File: src/rtl/demux_2d_buf_if.sv
// Purpose: handshake bundle for the buffered 1-to-2 demux (one input stream, two output channels).
// Ports:   din/din_sel/din_valid/din_ready on the input side; doutX/doutX_valid/doutX_ready per channel.
// master = producer of din and consumer of dout0/dout1; slave = the demux itself.
interface demux_2d_buf_if #(
    parameter int w = 32
);
    logic [w-1:0] din;
    logic         din_sel;
    logic         din_valid;
    logic         din_ready;
    logic [w-1:0] dout0;
    logic         dout0_valid;
    logic         dout0_ready;
    logic [w-1:0] dout1;
    logic         dout1_valid;
    logic         dout1_ready;

    modport master (
        output din, din_sel, din_valid, dout0_ready, dout1_ready,
        input  din_ready, dout0, dout0_valid, dout1, dout1_valid
    );

    modport slave (
        input  din, din_sel, din_valid, dout0_ready, dout1_ready,
        output din_ready, dout0, dout0_valid, dout1, dout1_valid
    );
endinterface

File: src/rtl/demux_2d_buf.sv
// Purpose: buffered 1-to-2 demux; din is steered by din_sel into one of two d-deep FIFO channels.
// Latency: one edge from enqueue to doutX_valid on an empty channel; dout is mem[rd_ptr], no din->dout path.
// Backpressure: din_ready = ~full of the selected channel only; a full channel refuses even while it dequeues.
// Ports: clk, rst_n (async active low), bus (demux_2d_buf_if.slave), and cnt0/cnt1 (16-bit saturating
// delivered-word counters) present only when the macro DEMUX_2D_CNT_EN is defined.
// Parameters: w = data width, d = entries per channel (power of 2, >= 2).

// Generic single-clock FIFO used once per channel.
// Latency: a write appears on rd_dat/rd_vld after the writing edge; read data is the stored head word.
// Backpressure: writes are dropped while full (caller gates on ~full); reads ignored while empty.
module demux_2d_buf_fifo #(
    parameter int w = 32,
    parameter int d = 2
) (
    input  logic         clk,
    input  logic         rst_n,
    input  logic         wr_vld,
    input  logic [w-1:0] wr_dat,
    output logic         full,
    output logic         rd_vld,
    input  logic         rd_rdy,
    output logic [w-1:0] rd_dat
);
    localparam int aw = $clog2(d);

    logic [w-1:0]  mem [d];
    logic [aw-1:0] wr_ptr;
    logic [aw-1:0] rd_ptr;
    logic [aw:0]   count;
    logic          push;
    logic          pop;

    assign full   = (count == (aw+1)'(d));
    assign rd_vld = (count != '0);
    assign rd_dat = mem[rd_ptr];

    // A full FIFO never accepts a write, even when it is being read in the same cycle.
    assign push = wr_vld & ~full;
    assign pop  = rd_vld & rd_rdy;

    always_ff @(posedge clk or negedge rst_n) begin
        if (!rst_n) begin
            wr_ptr <= '0;
            rd_ptr <= '0;
            count  <= '0;
            for (int i = 0; i < d; i++) begin
                mem[i] <= '0;
            end
        end else begin
            if (push) begin
                mem[wr_ptr] <= wr_dat;
                // d is a power of 2, so natural overflow gives the mod-d wrap.
                wr_ptr      <= wr_ptr + aw'(1);
            end
            if (pop) begin
                rd_ptr <= rd_ptr + aw'(1);
            end
            case ({push, pop})
                2'b10:   count <= count + (aw+1)'(1);
                2'b01:   count <= count - (aw+1)'(1);
                default: count <= count;
            endcase
        end
    end
endmodule

module demux_2d_buf #(
    parameter int w = 32,
    parameter int d = 2
) (
    input  logic                 clk,
    input  logic                 rst_n,
    demux_2d_buf_if.slave        bus
`ifdef DEMUX_2D_CNT_EN
    ,
    output logic [15:0]          cnt0,
    output logic [15:0]          cnt1
`endif
);
    logic full0;
    logic full1;

    // Ready looks only at the selected channel's fullness, never at din_valid or doutX_ready.
    assign bus.din_ready = bus.din_sel ? ~full1 : ~full0;

    demux_2d_buf_fifo #(.w(w), .d(d)) u_ch0 (
        .clk    (clk),
        .rst_n  (rst_n),
        .wr_vld (bus.din_valid & ~bus.din_sel),
        .wr_dat (bus.din),
        .full   (full0),
        .rd_vld (bus.dout0_valid),
        .rd_rdy (bus.dout0_ready),
        .rd_dat (bus.dout0)
    );

    demux_2d_buf_fifo #(.w(w), .d(d)) u_ch1 (
        .clk    (clk),
        .rst_n  (rst_n),
        .wr_vld (bus.din_valid & bus.din_sel),
        .wr_dat (bus.din),
        .full   (full1),
        .rd_vld (bus.dout1_valid),
        .rd_rdy (bus.dout1_ready),
        .rd_dat (bus.dout1)
    );

`ifdef DEMUX_2D_CNT_EN
    // Delivered-word counters stick at all-ones rather than wrapping.
    always_ff @(posedge clk or negedge rst_n) begin
        if (!rst_n) begin
            cnt0 <= '0;
            cnt1 <= '0;
        end else begin
            if (bus.dout0_valid && bus.dout0_ready && cnt0 != 16'hFFFF) begin
                cnt0 <= cnt0 + 16'd1;
            end
            if (bus.dout1_valid && bus.dout1_ready && cnt1 != 16'hFFFF) begin
                cnt1 <= cnt1 + 16'd1;
            end
        end
    end
`endif
endmodule

File: src/flat_wrapper.sv
// flat-port wrapper written by rule: the top's interface ports become plain ports
module demux_2d_buf_flat 
#(
    parameter int w = 32,
    parameter int d = 2
)
  (clk, rst_n, bus_din, bus_din_sel, bus_din_valid, bus_dout0_ready, bus_dout1_ready, bus_din_ready, bus_dout0, bus_dout0_valid, bus_dout1, bus_dout1_valid);
  demux_2d_buf_if #(.w(w)) bus_i ();
  input  logic clk;
  input  logic rst_n;
  input wire logic [$bits(bus_i.din)-1:0] bus_din;
  input wire logic [$bits(bus_i.din_sel)-1:0] bus_din_sel;
  input wire logic [$bits(bus_i.din_valid)-1:0] bus_din_valid;
  input wire logic [$bits(bus_i.dout0_ready)-1:0] bus_dout0_ready;
  input wire logic [$bits(bus_i.dout1_ready)-1:0] bus_dout1_ready;
  output wire logic [$bits(bus_i.din_ready)-1:0] bus_din_ready;
  output wire logic [$bits(bus_i.dout0)-1:0] bus_dout0;
  output wire logic [$bits(bus_i.dout0_valid)-1:0] bus_dout0_valid;
  output wire logic [$bits(bus_i.dout1)-1:0] bus_dout1;
  output wire logic [$bits(bus_i.dout1_valid)-1:0] bus_dout1_valid;
  assign bus_i.din = bus_din;
  assign bus_i.din_sel = bus_din_sel;
  assign bus_i.din_valid = bus_din_valid;
  assign bus_i.dout0_ready = bus_dout0_ready;
  assign bus_i.dout1_ready = bus_dout1_ready;
  assign bus_din_ready = bus_i.din_ready;
  assign bus_dout0 = bus_i.dout0;
  assign bus_dout0_valid = bus_i.dout0_valid;
  assign bus_dout1 = bus_i.dout1;
  assign bus_dout1_valid = bus_i.dout1_valid;
  demux_2d_buf #(.w(w), .d(d)) u_core (.clk(clk), .rst_n(rst_n), .bus(bus_i));
endmodule
File: config.mk
export PLATFORM = sky130hd
export DESIGN_NAME = demux_2d_buf_flat
export DESIGN_NICKNAME = d
export VERILOG_FILES = /design/src/rtl/demux_2d_buf_if.sv /design/src/rtl/demux_2d_buf.sv /design/src/flat_wrapper.sv
export SDC_FILE = /design/constraint.sdc
export NUM_CORES = 1
export LEC_CHECK = 0
export CAP_MARGIN = 10
export CORE_MARGIN = 2
export CORE_UTILIZATION = 45
export CTS_BUF_LIST = sky130_fd_sc_hd__clkbuf_4 sky130_fd_sc_hd__clkbuf_8
export DETAILED_ROUTE_END_ITERATION = 10
export PLACE_DENSITY_LB_ADDON = 0.1
export RECOVER_POWER = 100
export SYNTH_ARGS = -nofsm -noshare
export SYNTH_HDL_FRONTEND = slang
export SYNTH_SLANG_ARGS = --single-unit
File: constraint.sdc
create_clock -name clk -period 2 [get_ports clk]
set_input_delay 0.3 -clock clk [delete_from_list [all_inputs] [get_ports clk]]
set_output_delay 0.3 -clock clk [all_outputs]
set_load 0.005 [all_outputs]
After elaboration in Yosys (flattened, before gate mapping)
Index checks and enable logic that the tools add are counted.
{ "classes": {"add_sub_neg": 8, "n_lt_le_gt_ge": 6, "eq_ne": 6, "mux": 15, "bitwise": 13, "reduce_logical": 6} }
{ "ops": {"columns": ["operator", "count"], "rows": [
  ["2-to-1 mux 32 bit", 8],
  ["bitwise mux 64 bit", 2],
  ["demux 32 bit (select 1 bit)", 2],
  ["equality test 2 bit (second input constant)", 4],
  [">= comparator 2 bit (second input constant)", 4],
  ["inverter 1 -> 2 bit", 4],
  ["case mux 2 bit (2 select lines)", 2],
  ["nonzero test 2 bit", 4],
  ["bitwise AND 1 bit", 6],
  ["adder 1 bit (second input constant)", 4],
  ["adder 2 x 1 -> 2 bit (second input constant)", 2],
  ["equality test 2 x 1 -> 1 bit (second input constant)", 2],
  ["< comparator 2 x 1 -> 1 bit (second input constant)", 2],
  ["subtractor 2 x 1 -> 2 bit (second input constant)", 2],
  ["inverter 1 bit", 3],
  ["logical AND 1 bit", 2],
  ["2-to-1 mux 1 bit", 1]
]} }
{ "word_totals": {"register_bits": 136, "output_inout_bits": 67} }

Logic depth before layout (Yosys ltp)
Gate-level depths: netlist of the first run.
{ "depth": {"word_depth": 6, "mapped_depth": 6, "ltp_nobuf": 6} }

Hierarchy
A second synthesis of the first run with hierarchy kept.
{ "unflattened": {"hier_cells": 381, "hier_area_um2": 6009.5} }
{ "by_module_without_submodules": {"columns": ["module", "instances", "cells_per_inst", "area_per_inst_um2", "seq_area_each_um2"], "rows": [
  ["demux_2d_buf_fifo", 2, 189, 2992.9, 1701.6],
  ["demux_2d_buf", 1, 3, 23.8, 0.0]
]} }

Worst setup path after synthesis of the first run
Ideal clock, no wire load.
{ "synth_path": {"path_kind": "register to register", "startpoint": "register u_core.u_ch0.count[1]", "endpoint": "register u_core.u_ch0.mem[10] (netlist bit)", "t_arrival_ns": 1.475, "t_required_ns": 1.875, "setup_slack_ns": 0.400, "path_stages_with_launch": 6, "period_less_slack_ns": 1.600, "cell_sequence": "dfrtp_1 -> nor2b_1 -> or3b_1 -> buf_6 -> buf_6 -> mux2_4"} }
{ "synth_via": {"elab_chain_len": 3} }
{ "synth_lines": {"columns": ["element", "line", "rtl"], "rows": [
  ["start: declaration", "demux_2d_buf.sv:29", "logic [aw:0] count;"],
  ["start signal: assignment", "demux_2d_buf.sv:59", "2'b10: count <= count + (aw+1)'(1);"],
  ["start signal: assignment", "demux_2d_buf.sv:60", "2'b01: count <= count - (aw+1)'(1);"],
  ["start signal: assignment", "demux_2d_buf.sv:61", "default: count <= count;"],
  ["equality test 2 bit", "demux_2d_buf.sv:33", "assign full = (count == (aw+1)'(d));"],
  ["inverter 1 bit", "demux_2d_buf.sv:38", "assign push = wr_vld & ~full;"],
  ["bitwise AND 1 bit", "demux_2d_buf.sv:38", null],
  ["end signal: indexed assignment", "demux_2d_buf.sv:51", "mem[wr_ptr] <= wr_dat;"],
  ["end: declaration", "demux_2d_buf.sv:26", "logic [w-1:0] mem [d];"]
]} }
No other way between the ends.
A chain may end at the register's enable or synchronous reset.

Final worst setup path of the first run
{ "layout_path": {"startpoint": "register u_core.u_ch1.rd_ptr", "endpoint": "output bus_dout1[14]"} }
{ "layout_via": {"elab_chain_len": 4} }
{ "layout_lines": {"columns": ["element", "line", "rtl"], "rows": [
  ["start: declaration", "demux_2d_buf.sv:28", "logic [aw-1:0] rd_ptr;"],
  ["start signal: assignment", "demux_2d_buf.sv:56", "rd_ptr <= rd_ptr + aw'(1);"],
  ["inverter 1 -> 2 bit (not written as such)", "demux_2d_buf.sv:35", "assign rd_dat = mem[rd_ptr];"],
  ["2-to-1 mux 32 bit (not written as such) (3 in a row)", "demux_2d_buf.sv:35", null],
  ["end: declaration", "flat_wrapper.sv:19", "output wire logic [$bits(bus_i.dout1)-1:0] bus_dout1;"]
]} }
No other way between the ends. The select of a mux whose other input is x is not followed.

==> results of run 1 <==
==> worst paths after layout <==
path | startpoint | to | slack, ns
hold / removal | u_core.u_ch0.mem[37]$_DFFE_PN0P_ | u_core.u_ch0.mem[37]$_DFFE_PN0P_ | 0.49
min in group asynchronous | rst_n | u_core.u_ch1.mem[13]$_DFFE_PN0P_ | 0.73
setup / recovery | u_core.u_ch1.rd_ptr$_DFFE_PN0P_ | bus_dout1[14] | 0.04
hold reg to reg | u_core.u_ch0.mem[37]$_DFFE_PN0P_ | u_core.u_ch0.mem[37]$_DFFE_PN0P_ | 0.49
setup reg to reg | u_core.u_ch1.count[1]$_DFFE_PN0P_ | u_core.u_ch1.mem[36]$_DFFE_PN0P_ | 0.09
max in group asynchronous | rst_n | u_core.u_ch0.rd_ptr$_DFFE_PN0P_ | 0.33
==> critical path, delay by kind of cell (launching register included) <==
family	cells	cell delay, ns
buffers and inverters	4	0.51
multiplexers	1	0.30
flip-flops	1	0.42
==> power by group through the flow <==
stage	clock, mW	combinational (mW)	sequential (mW)
2_1_floorplan	0	3.51	4.67
3_3_place_gp	0	6.30	4.85
3_5_place_dp	0	6.40	4.94
4_1_cts	2.35	6.69	4.90
5_1_grt	2.48	6.37	5.08
6_report	2.28	5.88	4.90
==> area by class of cell <==
class | count | area [sq um]
clock buffer | 24 | 318
clock inverter | 7 | 91.3
fill | 1102 | 5490
multi-input combinational | 224 | 2490
sequential | 136 | 3410
tap | 176 | 220
timing repair buffer | 138 | 1180
==> Yosys cell counts <==
library cell / count
dfrtp_1: 136
buf_2: 9
and2_1: 2
nand4_1: 1
or2_2: 2
nor2b_1: 2
nand3_1: 1
xor2_1: 4
or3b_1: 1
nand2b_1: 4
ha_1: 2
nor2_1: 3
xnor2_1: 6
mux2_2: 157
mux2_1: 5
buf_6: 4
nor3_2: 2
a21oi_1: 1
mux2_4: 30
clkbuf_1: 8
nand2_1: 1
==> sequential cells by signal (all words and copies together) (netlist names) <==
register             flops
u_core.u_ch1.count       2
u_core.u_ch0.count       2
u_core.u_ch1.rd_ptr      1
u_core.u_ch1.mem        64
u_core.u_ch0.rd_ptr      1
u_core.u_ch1.wr_ptr      1
u_core.u_ch0.wr_ptr      1
u_core.u_ch0.mem        64
==> repair_timing <==
action | in CTS | in global routing
gates resized for setup | 226 | 31
setup endpoints to repair | 65 | 48
pin swaps | 1 | 0
cloned | 5 | 0
hold buffers | 1 | 0
hold endpoints to repair | 56 | 0
buffers inserted | 14 | 2
==> layout by cell type, fill, tap and decap left out, drive strengths merged, types with 2 or more instances in the layout <==
master,synthesis,final
dlygate4sd2,0,6
buf,13,60
ha,2,2
clkinv,0,4
nor2b,2,2
or2,2,2
clkdlybuf4s50,0,37
nor2,3,3
mux2,192,192
xnor2,6,6
xor2,4,4
and2,2,2
nor3,2,2
dlygate4sd3,0,2
clkbuf,8,56
nand2b,4,4
dfrtp,136,136
bufinv,0,2
==> stage by stage <==
step	power, mW	cells	setup TNS, ns	setup WS, ns
2_1_floorplan	8.18	381	0	0.400
3_3_place_gp	11.1	657	-2.00	-0.0715
3_5_place_dp	11.3	657	-2.78	-0.0978
4_1_cts	13.9	707	-0.918	-0.131
5_1_grt	13.9	705	-0.158	-0.0189
6_report	13.1	705	0	0.0371
==> layer usage <==
| metal | up-vias | share of wire [%] | global-route usage (%) |
|---|---|---|---|
| li1 | 1629 | - | - |
| met1 | 1862 | 45 | 25.9 |
| met2 | 84 | 48 | 31.7 |
| met3 | 16 | 4.5 | 5.09 |
| met4 | 0 | 1.6 | 7.94 |
| met5 | - | 0 | 0 |
==> logic make-up (layout without fill, tap and decap cells) <==
family / after synthesis / after routing / synth area share [%]
XOR/XNOR: 10 / 10 / 1.45
adder cells (fa/ha/maj): 2 / 2 / 0.415
buffers and inverters: 21 / 169 / 1.99
AO/OA/AOI/OAI: 1 / 1 / 0.0829
multiplexers: 192 / 192 / 37.7
flip-flops: 136 / 136 / 56.4
AND/OR/NAND/NOR: 19 / 19 / 1.95
==> summary.md, run 1 <==
| Metric | Value |
|---|---|
| Outcome | `finished clean` |
| Final ANT Viol Nets | `0` |
| Power Density | `approximately 1700 nW/um^2` |
| Hold slack | `0.486 ns` |
| Yosys warns | `0` |
| I/O pin count | `between 100 and 150` |
| Routed len/inst | `between 15 and 20 um` |
| Fraction of layout cells with a size suffix above 1 | `between 50% and 60%` |
| Count of final hold-check violations | `0` |
| H-tree depth | `4` |
| Sequential element share of the synthesized area | `between 50% and 60%` |
| HP Class | `flip-flop to flip-flop` |
| Final period util | `a little over nine tenths` |
| Combinational power share | `about 45%` |
| Sw Share | `between 20% and 30%` |
| FF+latch count, synth | `about 140` |
| Post-route cell area | `just under 8000 sq um` |
| Crit path kind | `flip-flop to output pin` |
| DR iter-0 viols | `176` |
| Total CTS buffers | `17` |
| Slew Limit Fails | `0` |
| Syn nets | `421` |
| Number of global-route vias before repair | `3,910` |
| Cell count after synthesis | `~380` |
| Max VDD drop | `649 uV` |
| DR pass1 iterations | `5` |
| Final setup violating endpoints | `0` |
| Ant. Diodes | `0` |
| Share of the synthesized area in the top cell type | `between 50% and 60%` |
| CP arrival | `about 1.7 ns` |
| FP Rows | `42` |
| Worst path cell trace | `buf_12, buf_12, buf_6, mux2_4, buf_6` |
| Initial antenna violation count | `0` |
| CP max-delay cell | `dfrtp_2` |
| Die height | `120 um` |
| Drt total wl | `13,100 um` |
| Die area | `between 10,000 and 15,000 sq um` |
| Port Buffers | `between 100 and 150` |
| Worst Setup End Kind | `output pin` |
| Root Driver | `clkbuf_8` |
| Syn-to-layout area delta | `27.6%` |
| Worst Path Required | `about 1.7 ns` |
| TritonCTS clock tree | `done` |
| Worst-Skew Late Latency | `around 0.44 ns` |
| Placed Area | `around 7500 sq um` |
| GPL Wtd Cong | `approximately 0.74` |
| Synth top area cells | `dfrtp_1 (56%), mux2_2 (29%), mux2_4 (7.5%), mux2_1 (0.93%), xnor2_1 (0.87%)` |
| Vias post-DR | `between 3,000 and 4,000` |
| Avg Vias per Cell | `around 5.1` |
| Net Sw Power | `3.89 mW` |
| Leak | `around 3.4 nW` |
| Core area | `approximately 13,000 sq um` |
| Die width | `120 um` |
| Synthesized area | `6030 sq um` |
| Overflow after GRT | `0` |
| Initial Utilization | `~46%` |
| Peak fanout along the critical path | `4` |
| Min cycle time layout | `a little under 2 ns` |
| Slowest stage delay, CP | `roughly 0.42 ns` |
| Cell taking the most area after synthesis | `dfrtp_1` |
| Cell variety after synth | `21` |
| Final Skew | `approximately 0.0098 ns` |
| Avg Cell Area, Syn | `~16 sq um` |
| Clock power share | `between 10% and 20%` |
| Fmax | `0.509 GHz` |
| Tot GR Track Use | `about a fifth` |
| NumNets Final | `about 560` |
| Max-cap violations | `0` |
| Worst Tran Pin Value | `1.38 ns` |
| Worst R2R Path Depth | `4` |
| Largest net degree at the start of global routing | `60` |
| Clock slew at reported path FFs | `0.07 ns` |
| Startpoint types | `flip-flop` |
| Unrepaired setup endpoints after global routing | `true` |
| Rel. slew slack | `7.84%` |
| Util after Layout | `about three fifths` |
| Reg power frac | `a little under two fifths` |
| DP HPWL | `~8300 um` |
| Clk sink count | `approximately 140` |
| Worst Hold Depth | `1` |
| First-pass GRT wire length | `21,300 um` |
| Remaining DRCs | `0` |
| CTS max path bufs | `2` |
| P_int | `about 9.2 mW` |
Power figures use the tool's default switching activity.
==> run 2: changes to the inputs <==
- CAP_MARGIN: 10 -> 20
- CORE_MARGIN: 2 -> 3
==> run 2 against run 1 <==
  * Non-clock buffer count is 11 higher
  * Combinational power is 3% higher
  * Sequential power hardly changed
  * Cell count is 1.1% higher
  * Die area up 3.4%
  * Sequential cell count is the same
  * Largest cell class unchanged
  * Critical endpoint is now bus_dout0[3]
==> summary.md, run 2 (synthesized netlist as in run 1, its figures left out) <==
| Metric | Value |
|---|---|
| Port Buffers | `104` |
| Avg Vias per Cell | `5.08` |
| Min cycle time layout | `1.98 ns` |
| HP Class | `flip-flop to flip-flop` |
| Count of final hold-check violations | `0` |
| Net Sw Power | `approximately 4 mW` |
| Clk sink count | `between 100 and 150` |
| Syn-to-layout area delta | `27.8%` |
| Startpoint types | `flip-flop` |
| Worst-Skew Late Latency | `0.44 ns` |
| Commonest non-fill, non-tap cell in the layout | `mux2_2` |
| Fraction of layout cells with a size suffix above 1 | `52.7%` |
| Vias post-DR | `about 3,600` |
| Fill count | `between 1,000 and 1,500` |
| DR pass1 iterations | `4` |
| CTS max path bufs | `2` |
| Worst Tran Pin Value | `1.35 ns` |
| CP delay by family, top | `buffers and inverters` |
| Commonest cells after routing, fill and taps aside | `mux2_2 (146), dfrtp_1 (133), clkdlybuf4s50_1 (38), mux2_1 (28)` |
| Die height | `between 100 and 150 um` |
| Final Skew | `about 0.0067 ns` |
| Final period util | `98.8%` |
| NumNets Final | `about 570` |
| Remaining DRCs | `0` |
| Slowest stage delay, CP | `about 0.44 ns` |
| FP Rows | `41` |
| Worst Setup End Kind | `output pin` |
| Largest net degree at the start of global routing | `between 50 and 60` |
| Hold slack | `~0.49 ns` |
| Clock slew at reported path FFs | `~0.080 ns` |
| Initial antenna violation count | `0` |
| First-pass GRT wire length | `20,800 um` |
| Fmax | `roughly 0.51 GHz` |
| Worst path cell trace | `buf_6, buf_16, buf_4, mux2_2, buf_2` |
| Final ANT Viol Nets | `0` |
| Total CTS buffers | `17` |
| Ant. Diodes | `0` |
| Final setup violating endpoints | `0` |
| Tot GR Track Use | `18.7%` |
| Slew Limit Fails | `0` |
| Worst Path Required | `1.70 ns` |
| CP max-delay cell | `dfrtp_2` |
| Overall Power | `around 13 mW` |
| Unrepaired setup endpoints after global routing | `true` |
| Outcome | `finished clean` |
| Initial Utilization | `a little under half` |
| Top Registers | `u_core.u_ch0.mem (64), u_core.u_ch1.mem (64)` |
| Placed cells | `655` |
| Die area | `~15,000 sq um` |
| TritonCTS clock tree | `done` |
| I/O pin count | `105` |
| GPL Wtd Cong | `about 0.73` |
| Clock power share | `about 16%` |
| Worst path bufs/invs | `4` |
| Drt total wl | `13,000 um` |
| Sw Share | `a little under a third` |
| Max VDD drop | `between 800 and 900 uV` |
| H-tree depth | `4` |
| CP arrival | `1.68 ns` |
| Multi-input combinational cell area | `about 2500 sq um` |
| Reg power frac | `between 30% and 40%` |
| Root Driver | `clkbuf_8` |
| Combinational power share | `between 40 and 50%` |
| Routed len/inst | `18.2 um` |
| DR iter-0 viols | `between 100 and 150` |
| Register Area | `between 3000 and 4000 sq um` |
| Peak fanout along the critical path | `5` |
| Post-route setup TNS | `0 ns` |
| DP HPWL | `8090 um` |
| Max-cap violations | `0` |
| P_int | `approximately 9 mW` |
| Rel. slew slack | `between 10% and 20%` |
| Crit path kind | `flip-flop to output pin` |
| Number of global-route vias before repair | `around 3,800` |
| Leak | `between 3 and 4 nW` |
| Power Density | `roughly 1700 nW/um^2` |
| Final std cells w/o fill | `between 700 and 800` |
| Die width | `122 um` |
| Util after Layout | `between 50% and 60%` |
| Overflow after GRT | `0` |
| Core area | `~13,000 sq um` |
==> run 2: layer usage <==
layer	vias to the layer above	GRT usage, %	part of all wire, %
met3	12	5.29	4.9
li1	1662	-	-
met1	1863	25.8	47
met2	84	28.7	47
met5	-	0	0
met4	0	6.09	1.3
==> run 2: cell type report <==
type                    count  share of cell area, %
flip-flops and latches    136                   44.2
multi-input cells         224                   31.9
repair buffers            149                   16.3
clock buffers              17                   3.03
well taps                 172                   2.79
clock inverters            15                   1.72
==> run 2: through the flow <==
| step | setup WS [ns] | instance area (sq um) |
|---|---|---|
| final | 0.0242 | 7710 |
| after global routing | -0.0468 | 7710 |
| after CTS | -0.0456 | 8040 |
| after detailed placement | -0.0547 | 7420 |
| after global placement | -0.0462 | 7420 |
| after floorplan | 0.400 | 6030 |
==> run 2: final timing paths <==
kind | cells past startpoint | startpoint | slack [ns] | to
max reg2reg | 4 | u_core.u_ch0.count[1]$_DFFE_PN0P_ | 0.06 | u_core.u_ch0.mem[22]$_DFFE_PN0P_
max in group asynchronous | 3 | rst_n | 0.22 | u_core.u_ch1.count[0]$_DFFE_PN0P_
min in group asynchronous | 2 | rst_n | 0.70 | u_core.u_ch1.mem[15]$_DFFE_PN0P_
max | 5 | u_core.u_ch0.rd_ptr$_DFFE_PN0P_ | 0.02 | bus_dout0[3]
min reg2reg | 1 | u_core.u_ch1.mem[55]$_DFFE_PN0P_ | 0.49 | u_core.u_ch1.mem[55]$_DFFE_PN0P_
min | 1 | u_core.u_ch1.mem[55]$_DFFE_PN0P_ | 0.49 | u_core.u_ch1.mem[55]$_DFFE_PN0P_
==> run 2: what timing repair did <==
action / 4_1_cts / 5_1_grt
resized for setup: 210 / 33
hold buffers: 1 / 0
setup endpoints to repair: 65 / 46
cloned: 6 / 0
setup buffers: 15 / 4
endpoints found under the hold margin: 50 / 0
==> run 2: power groups by stage <==
stage | Sequential, mW | Clock, mW | Combinational [mW]
finish | 4.88 | 2.06 | 6.05
floorplan | 4.67 | 0 | 3.51
CTS | 4.89 | 2.12 | 6.69
global route | 5.06 | 2.25 | 6.56
detailed placement | 4.93 | 0 | 6.34
global placement | 4.85 | 0 | 6.28
